`src/rtl/fifo_wr_arbiter.sv`:
```
// Purpose : shares the single FIFO write port among NUM_REQ requesters, round-robin with bursts of up to MAX_BURST beats.
// Latency : a word accepted (gnt) in cycle t appears on o_wr_en/o_data_in in cycle t+1; arbitration takes one IDLE cycle.
// Backpressure: a beat is granted only when the FIFO has room counting the write already in flight; stalls never end a burst.
//
// Ports
//   i_clk, i_rst       clock (rising edge), synchronous active-high reset
//   i_req/i_req_data   per-requester valid and word (word i at [i*FIFO_WIDTH +: FIFO_WIDTH])
//   i_req_last         current word of requester i closes its burst
//   o_gnt              one-hot/zero; o_gnt[i]=1 means word i is accepted this cycle
//   i_full/i_almostfull/i_overflow   FIFO status (almostfull = exactly one free slot)
//   o_wr_en/o_data_in  registered FIFO write port
//   o_owner, o_busy    current/last burst owner, high while a burst is open
//   o_err_overflow     sticky: FIFO reported overflow while we were writing
module fifo_wr_arbiter #(
    parameter int FIFO_WIDTH = 16,
    parameter int NUM_REQ    = 4,
    parameter int MAX_BURST  = 4
) (
    input  logic                          i_clk,
    input  logic                          i_rst,
    input  logic [NUM_REQ-1:0]            i_req,
    input  logic [NUM_REQ*FIFO_WIDTH-1:0] i_req_data,
    input  logic [NUM_REQ-1:0]            i_req_last,
    output logic [NUM_REQ-1:0]            o_gnt,
    input  logic                          i_full,
    input  logic                          i_almostfull,
    input  logic                          i_overflow,
    output logic                          o_wr_en,
    output logic [FIFO_WIDTH-1:0]         o_data_in,
    output logic [$clog2(NUM_REQ)-1:0]    o_owner,
    output logic                          o_busy,
    output logic                          o_err_overflow
);
    localparam int OWN_W = $clog2(NUM_REQ);
    localparam int CNT_W = (MAX_BURST > 1) ? $clog2(MAX_BURST) : 1;

    typedef enum logic {
        ST_IDLE  = 1'b0,
        ST_BURST = 1'b1
    } state_t;

    state_t                r_state;
    state_t                w_state_nxt;
    logic [OWN_W-1:0]      r_owner;
    logic [OWN_W-1:0]      w_owner_nxt;
    logic [OWN_W-1:0]      r_rr_ptr;
    logic [OWN_W-1:0]      w_rr_nxt;
    logic [OWN_W-1:0]      w_arb_idx;
    logic                  w_arb_hit;
    int                    w_cand;
    logic [CNT_W-1:0]      r_beat_cnt;
    logic [CNT_W-1:0]      w_beat_nxt;
    logic                  r_wr_en;
    logic                  w_wr_en_nxt;
    logic [FIFO_WIDTH-1:0] r_data_in;
    logic [FIFO_WIDTH-1:0] w_data_nxt;
    logic                  r_err_overflow;
    logic                  w_space;
    logic                  w_final_beat;
    logic [NUM_REQ-1:0]    w_gnt;
    logic [FIFO_WIDTH-1:0] w_words [NUM_REQ];

    always_comb begin
        for (int i = 0; i < NUM_REQ; i++) begin
            w_words[i] = i_req_data[i*FIFO_WIDTH +: FIFO_WIDTH];
        end
    end

    // The registered write still in flight will consume the last free slot,
    // so almostfull only blocks when a write is already on the port.
    assign w_space = !i_full && !(i_almostfull && r_wr_en);

    // Burst ends on the requester's last word or on the MAX_BURST-th accepted beat.
    assign w_final_beat = i_req_last[r_owner] || (r_beat_cnt == CNT_W'(MAX_BURST - 1));

    // Round-robin search starting just after the previous owner.
    always_comb begin
        w_arb_idx = '0;
        w_arb_hit = 1'b0;
        w_cand    = 0;
        for (int k = 1; k <= NUM_REQ; k++) begin
            w_cand = (int'(r_rr_ptr) + k) % NUM_REQ;
            if (!w_arb_hit && i_req[OWN_W'(w_cand)]) begin
                w_arb_hit = 1'b1;
                w_arb_idx = OWN_W'(w_cand);
            end
        end
    end

    always_comb begin
        w_state_nxt = r_state;
        w_owner_nxt = r_owner;
        w_rr_nxt    = r_rr_ptr;
        w_beat_nxt  = r_beat_cnt;
        w_wr_en_nxt = 1'b0;
        w_data_nxt  = r_data_in;
        w_gnt       = '0;
        case (r_state)
            ST_IDLE: begin
                if (w_arb_hit) begin
                    w_owner_nxt = w_arb_idx;
                    w_beat_nxt  = '0;
                    w_state_nxt = ST_BURST;
                end
            end
            ST_BURST: begin
                if (!i_req[r_owner]) begin
                    // Owner withdrew: release without taking a beat.
                    w_state_nxt = ST_IDLE;
                    w_rr_nxt    = r_owner;
                end else if (w_space) begin
                    w_gnt[r_owner] = 1'b1;
                    w_wr_en_nxt    = 1'b1;
                    w_data_nxt     = w_words[r_owner];
                    w_beat_nxt     = r_beat_cnt + 1'b1;
                    if (w_final_beat) begin
                        w_state_nxt = ST_IDLE;
                        w_rr_nxt    = r_owner;
                    end
                end
                // No space: hold the burst, beat count unchanged.
            end
            default: w_state_nxt = ST_IDLE;
        endcase
    end

    always_ff @(posedge i_clk) begin
        if (i_rst) begin
            r_state    <= ST_IDLE;
            r_rr_ptr   <= OWN_W'(NUM_REQ - 1);
            r_owner    <= '0;
            r_beat_cnt <= '0;
            r_wr_en    <= 1'b0;
            r_data_in  <= '0;
        end else begin
            r_state    <= w_state_nxt;
            r_rr_ptr   <= w_rr_nxt;
            r_owner    <= w_owner_nxt;
            r_beat_cnt <= w_beat_nxt;
            r_wr_en    <= w_wr_en_nxt;
            r_data_in  <= w_data_nxt;
        end
    end

    always_ff @(posedge i_clk) begin
        if (i_rst) begin
            r_err_overflow <= 1'b0;
        end else if (i_overflow && r_wr_en) begin
            r_err_overflow <= 1'b1;
        end
    end

    assign o_gnt          = w_gnt;
    assign o_wr_en        = r_wr_en;
    assign o_data_in      = r_data_in;
    assign o_owner        = r_owner;
    assign o_busy         = (r_state == ST_BURST);
    assign o_err_overflow = r_err_overflow;

endmodule
```
`config.mk`:
```
export PLATFORM = sky130hd
export DESIGN_NAME = fifo_wr_arbiter
export DESIGN_NICKNAME = d
export VERILOG_FILES = /design/src/rtl/fifo_wr_arbiter.sv
export SDC_FILE = /design/constraint.sdc
export NUM_CORES = 1
export LEC_CHECK = 0
export ABC_AREA = 1
export BUFFER_PORTS_ARGS = -buffer_cell sky130_fd_sc_hd__buf_4
export CAP_MARGIN = 20
export CORE_MARGIN = 2
export CORE_UTILIZATION = 30
export CTS_BUF_LIST = sky130_fd_sc_hd__clkbuf_8
export DETAILED_ROUTE_END_ITERATION = 8
export GPL_TIMING_DRIVEN = 0
export PLACE_DENSITY_LB_ADDON = 0.15
export SLEW_MARGIN = 20
export SYNTH_ARGS = -nofsm -noshare
export SYNTH_HDL_FRONTEND = slang
export SYNTH_SLANG_ARGS = --single-unit
```
`constraint.sdc`:
```
create_clock -name i_clk -period 2.55 [get_ports i_clk]
set_clock_uncertainty 0.05 [all_clocks]
set_input_delay 0.1275 -clock i_clk [delete_from_list [all_inputs] [get_ports i_clk]]
set_output_delay 0.1275 -clock i_clk [all_outputs]
set_load 0.01 [all_outputs]
```
==> impl_metrics.ini <==
[clock_tree]
post_cts_resize_count = 0
clock_sink_count = 25
max-clock-path-buffers = 2
tritoncts_clock_tree = done
postCtsSetupBuffers = 0
cts.root.buffer_cell = sky130_fd_sc_hd__clkbuf_8
number_of_h_tree_levels = 1
cts_hold_buf = 1
numCtsBuffers = 3
clkSlewWorstSetupHoldPaths_ns = 0.09
clock_insertion_delay_worst_skew_ns = 0.28

[power]
power.combinational.fraction_pct = 63.4
p_leak_uw = 0.00147
power.share.clock_pct = 11.3
p_int_uw = 1150
switchingPower_uw = 1030
power.share.switching_pct = 47.2
seqPwrFrac_pct = 25.3
power.density_mw_per_mm2 = 812
vdd_drop_max_mv = 0.442

[synthesis]
average_footprint_of_a_synthesized_cell_um2 = 6.07
leading_cell_type_by_number_of_instances_after_synthesis = sky130_fd_sc_hd__nand2_1
asyncSetResetFlopFracSynth_pct = 0
synth_common_cells = sky130_fd_sc_hd__nand2_1, sky130_fd_sc_hd__nor2_1, sky130_fd_sc_hd__inv_1
synth.cell_area_mm2 = 0.00179
number_of_storage_elements_in_the_synthesis_netlist = 25
synth_top_cell_area_share_pct = 28.0
synthDominantAreaCellType = sky130_fd_sc_hd__dfxtp_1
post_synth_main_area_contributors = sky130_fd_sc_hd__dfxtp_1, sky130_fd_sc_hd__nand2_1, sky130_fd_sc_hd__nor2_1
yosys.cell_types.count = 29
synth_edf_count = 0
synth.yosys.seq_area_share_pct = 28.0
ys.warnings.count = 0
synth_nets = 372
postSynth.topFlopCell = sky130_fd_sc_hd__dfxtp_1
synth_cells = 294

[critical_path]
critPathMaxStageDelay_ns = 0.38
path_class = flop to output port
critical_path.startpoint_type = flop
critical-path-top-cell-by-count = sky130_fd_sc_hd__nand2_4
crit_fanout = 10
worstPathArrival_ns = 1.87
cp_data_required_time_ns = 2.37
worst_setup_path_end_kind = output port
cp_slowest_cell = sky130_fd_sc_hd__dfxtp_1
chain_of_cells_forming_the_critical_path = inv_2, nand2_4, inv_6, nand2_4, nand3_2, nand2_4, buf_6, nor3_1, buf_4

[sta]
tns_ns = 0
grt_setup_unrepaired = false
setup-violations-final = 0
finalCriticalPeriod_ns = 2.05
fmax_mhz = 488
timing_max_transition_violations_final = 0
timing_worst_slew_pin_value_ns = 0.428
slew_headroom_pct = 71.5
timing.final.hold_violations = 0
fin_worst_hold_slack_ns = 0.0417
final_critical_path_setup_slack_ns = 0.503
post-route-period-util_pct = 80.3

[drt]
detail_route.wl_per_cell_um = 11.8
drc = 0
ant_nets = 0
avgViaCountPerCell = 4.50
drtPass1Iterations = 4
detail_route.iter0.violations = 71
postRouteWirelength_um = 5600
vias = 2139

[grt]
antenna_found_initial = 0
vias_in_the_first_global_route = 1847
grt_most_used_layer = met2
global_route.usage.met2_pct = 28.9
first_pass_grt_wire_length_um = 8760
grt_overflow = 0
grt_usage_pct = 17.1
grt_max_degree = 15
groute.layer.met1.usage_pct = 22.2
gr-usage-met3_pct = 2.67

[floorplanning]
row_count = 28
initial_utilization_pct = 30.5
floorplan.die.width_um = 81.1
fp.coreArea_mm2 = 0.00585
ios = 102
fp.dieH_um = 81.1
floorplan.die_area_mm2 = 0.00658

[placement]
placed_instance_area_mm2 = 0.00264
pre_cts_ws_ns = 0.812
routabilityCongestion = 0.823
dp_hpwl_um = 4420
place.port_buffers = 101

[layout]
antennaDiodeCount = 0
fraction_of_layout_instances_using_a_drive_strength_above_1_pct = 36.0
finish.instance_area_mm2 = 0.00269
area_delta_synth_final_pct = 50.9
finalNetCount = 479

[run]
maxCapViolations = 0

[run_status]
outcome = complete, no violations

[hold_path]
hold_class = input pin to flop
## critical path, delay by kind of cell, from the launching register on
| family | cells | cell delay (ns) |
|---|---|---|
| buf+inv | 4 | 0.66 |
| flops | 1 | 0.38 |
| simple gates | 5 | 0.55 |
## cell usage in the layout (no fill, tap or decap)
| master | instances |
|---|---|
| sky130_fd_sc_hd__clkinv_2 | 1 |
| sky130_fd_sc_hd__nor2_1 | 35 |
| sky130_fd_sc_hd__dfxtp_1 | 25 |
| sky130_fd_sc_hd__o21ai_0 | 16 |
| sky130_fd_sc_hd__a21o_1 | 1 |
| sky130_fd_sc_hd__a21oi_2 | 1 |
| sky130_fd_sc_hd__nand2_1 | 93 |
| sky130_fd_sc_hd__buf_2 | 2 |
| sky130_fd_sc_hd__buf_6 | 3 |
| sky130_fd_sc_hd__o22ai_1 | 1 |
| sky130_fd_sc_hd__nand3_2 | 2 |
| sky130_fd_sc_hd__nand3_1 | 14 |
| sky130_fd_sc_hd__inv_1 | 27 |
| sky130_fd_sc_hd__ha_1 | 1 |
| sky130_fd_sc_hd__buf_4 | 103 |
| sky130_fd_sc_hd__nand4_1 | 2 |
| sky130_fd_sc_hd__clkbuf_1 | 2 |
| sky130_fd_sc_hd__nand2_4 | 3 |
| sky130_fd_sc_hd__nor3_1 | 2 |
| sky130_fd_sc_hd__o21ai_1 | 16 |
| sky130_fd_sc_hd__nand2_2 | 5 |
| sky130_fd_sc_hd__a21oi_1 | 20 |
| sky130_fd_sc_hd__clkbuf_8 | 3 |
| sky130_fd_sc_hd__nor2_8 | 1 |
| sky130_fd_sc_hd__dlygate4sd3_1 | 1 |
| sky130_fd_sc_hd__nor2_2 | 11 |
| sky130_fd_sc_hd__inv_2 | 4 |
| sky130_fd_sc_hd__o21ai_2 | 1 |
| sky130_fd_sc_hd__inv_6 | 1 |
| sky130_fd_sc_hd__inv_8 | 1 |
| sky130_fd_sc_hd__nor2_4 | 1 |
| sky130_fd_sc_hd__buf_12 | 1 |
## area by class of cell
class                           count  area, µm²
Timing Repair Buffer              102        768
Multi-Input combinational cell    226       1060
Clock buffer                        3       41.3
Sequential cell                    25        500
Tap cell                           75       93.8
Clock inverter                      1       5.00
Fill cell                         633       3160
Buffer                             10       86.3
Inverter                           33        136
## logic make-up after synthesis
logic type                 share of synthesized area (%)
and+or+nand+nor                                     42.5
AOI/OAI and AO/OA                                   16.3
buffers and inverters                               12.5
DFF                                                 28.0
adders and majority gates                          0.701
## power groups by stage
| stage | clock [µW] | sequential [µW] | combinational (µW) |
|---|---|---|---|
| global placement | 0 | 561 | 1390 |
| floorplan | 0 | 584 | 943 |
| global route | 272 | 563 | 1570 |
| detailed placement | 0 | 561 | 1400 |
| CTS | 260 | 553 | 1400 |
| finish | 247 | 553 | 1390 |
## final timing paths
check,startpoint,endpoint,slack [ns],cells past startpoint
worst min-delay path,i_overflow,o_err_overflow,0.04,3
worst min register to register,o_err_overflow,o_err_overflow,0.44,2
worst max-delay path,o_owner[0],o_gnt[1],0.50,9
worst max register to register,o_owner[1],o_data_in[3],0.93,9
## stage by stage
stage                     power, µW  std cells  util (%)
final                          2190        475      46.0
after global routing           2410        475      46.0
after CTS                      2220        475      46.0
after detailed placement       1960        470      45.1
after global placement         1950        470      45.1
after floorplan                1530        294         -
## layer usage
layer	vias up	wire length (µm)
met1	951	2510
li1	1136	-
met3	4	335
met2	48	2680
met4	0	67
met5	-	0
## registers in the layout (all words and copies together), names as in the netlist
name	flops
o_busy	1
o_wr_en	1
o_data_in	16
o_owner	2
o_err_overflow	1
r_beat_cnt	2
r_rr_ptr	2
No activity file was read; power rests on OpenSTA's default activity.
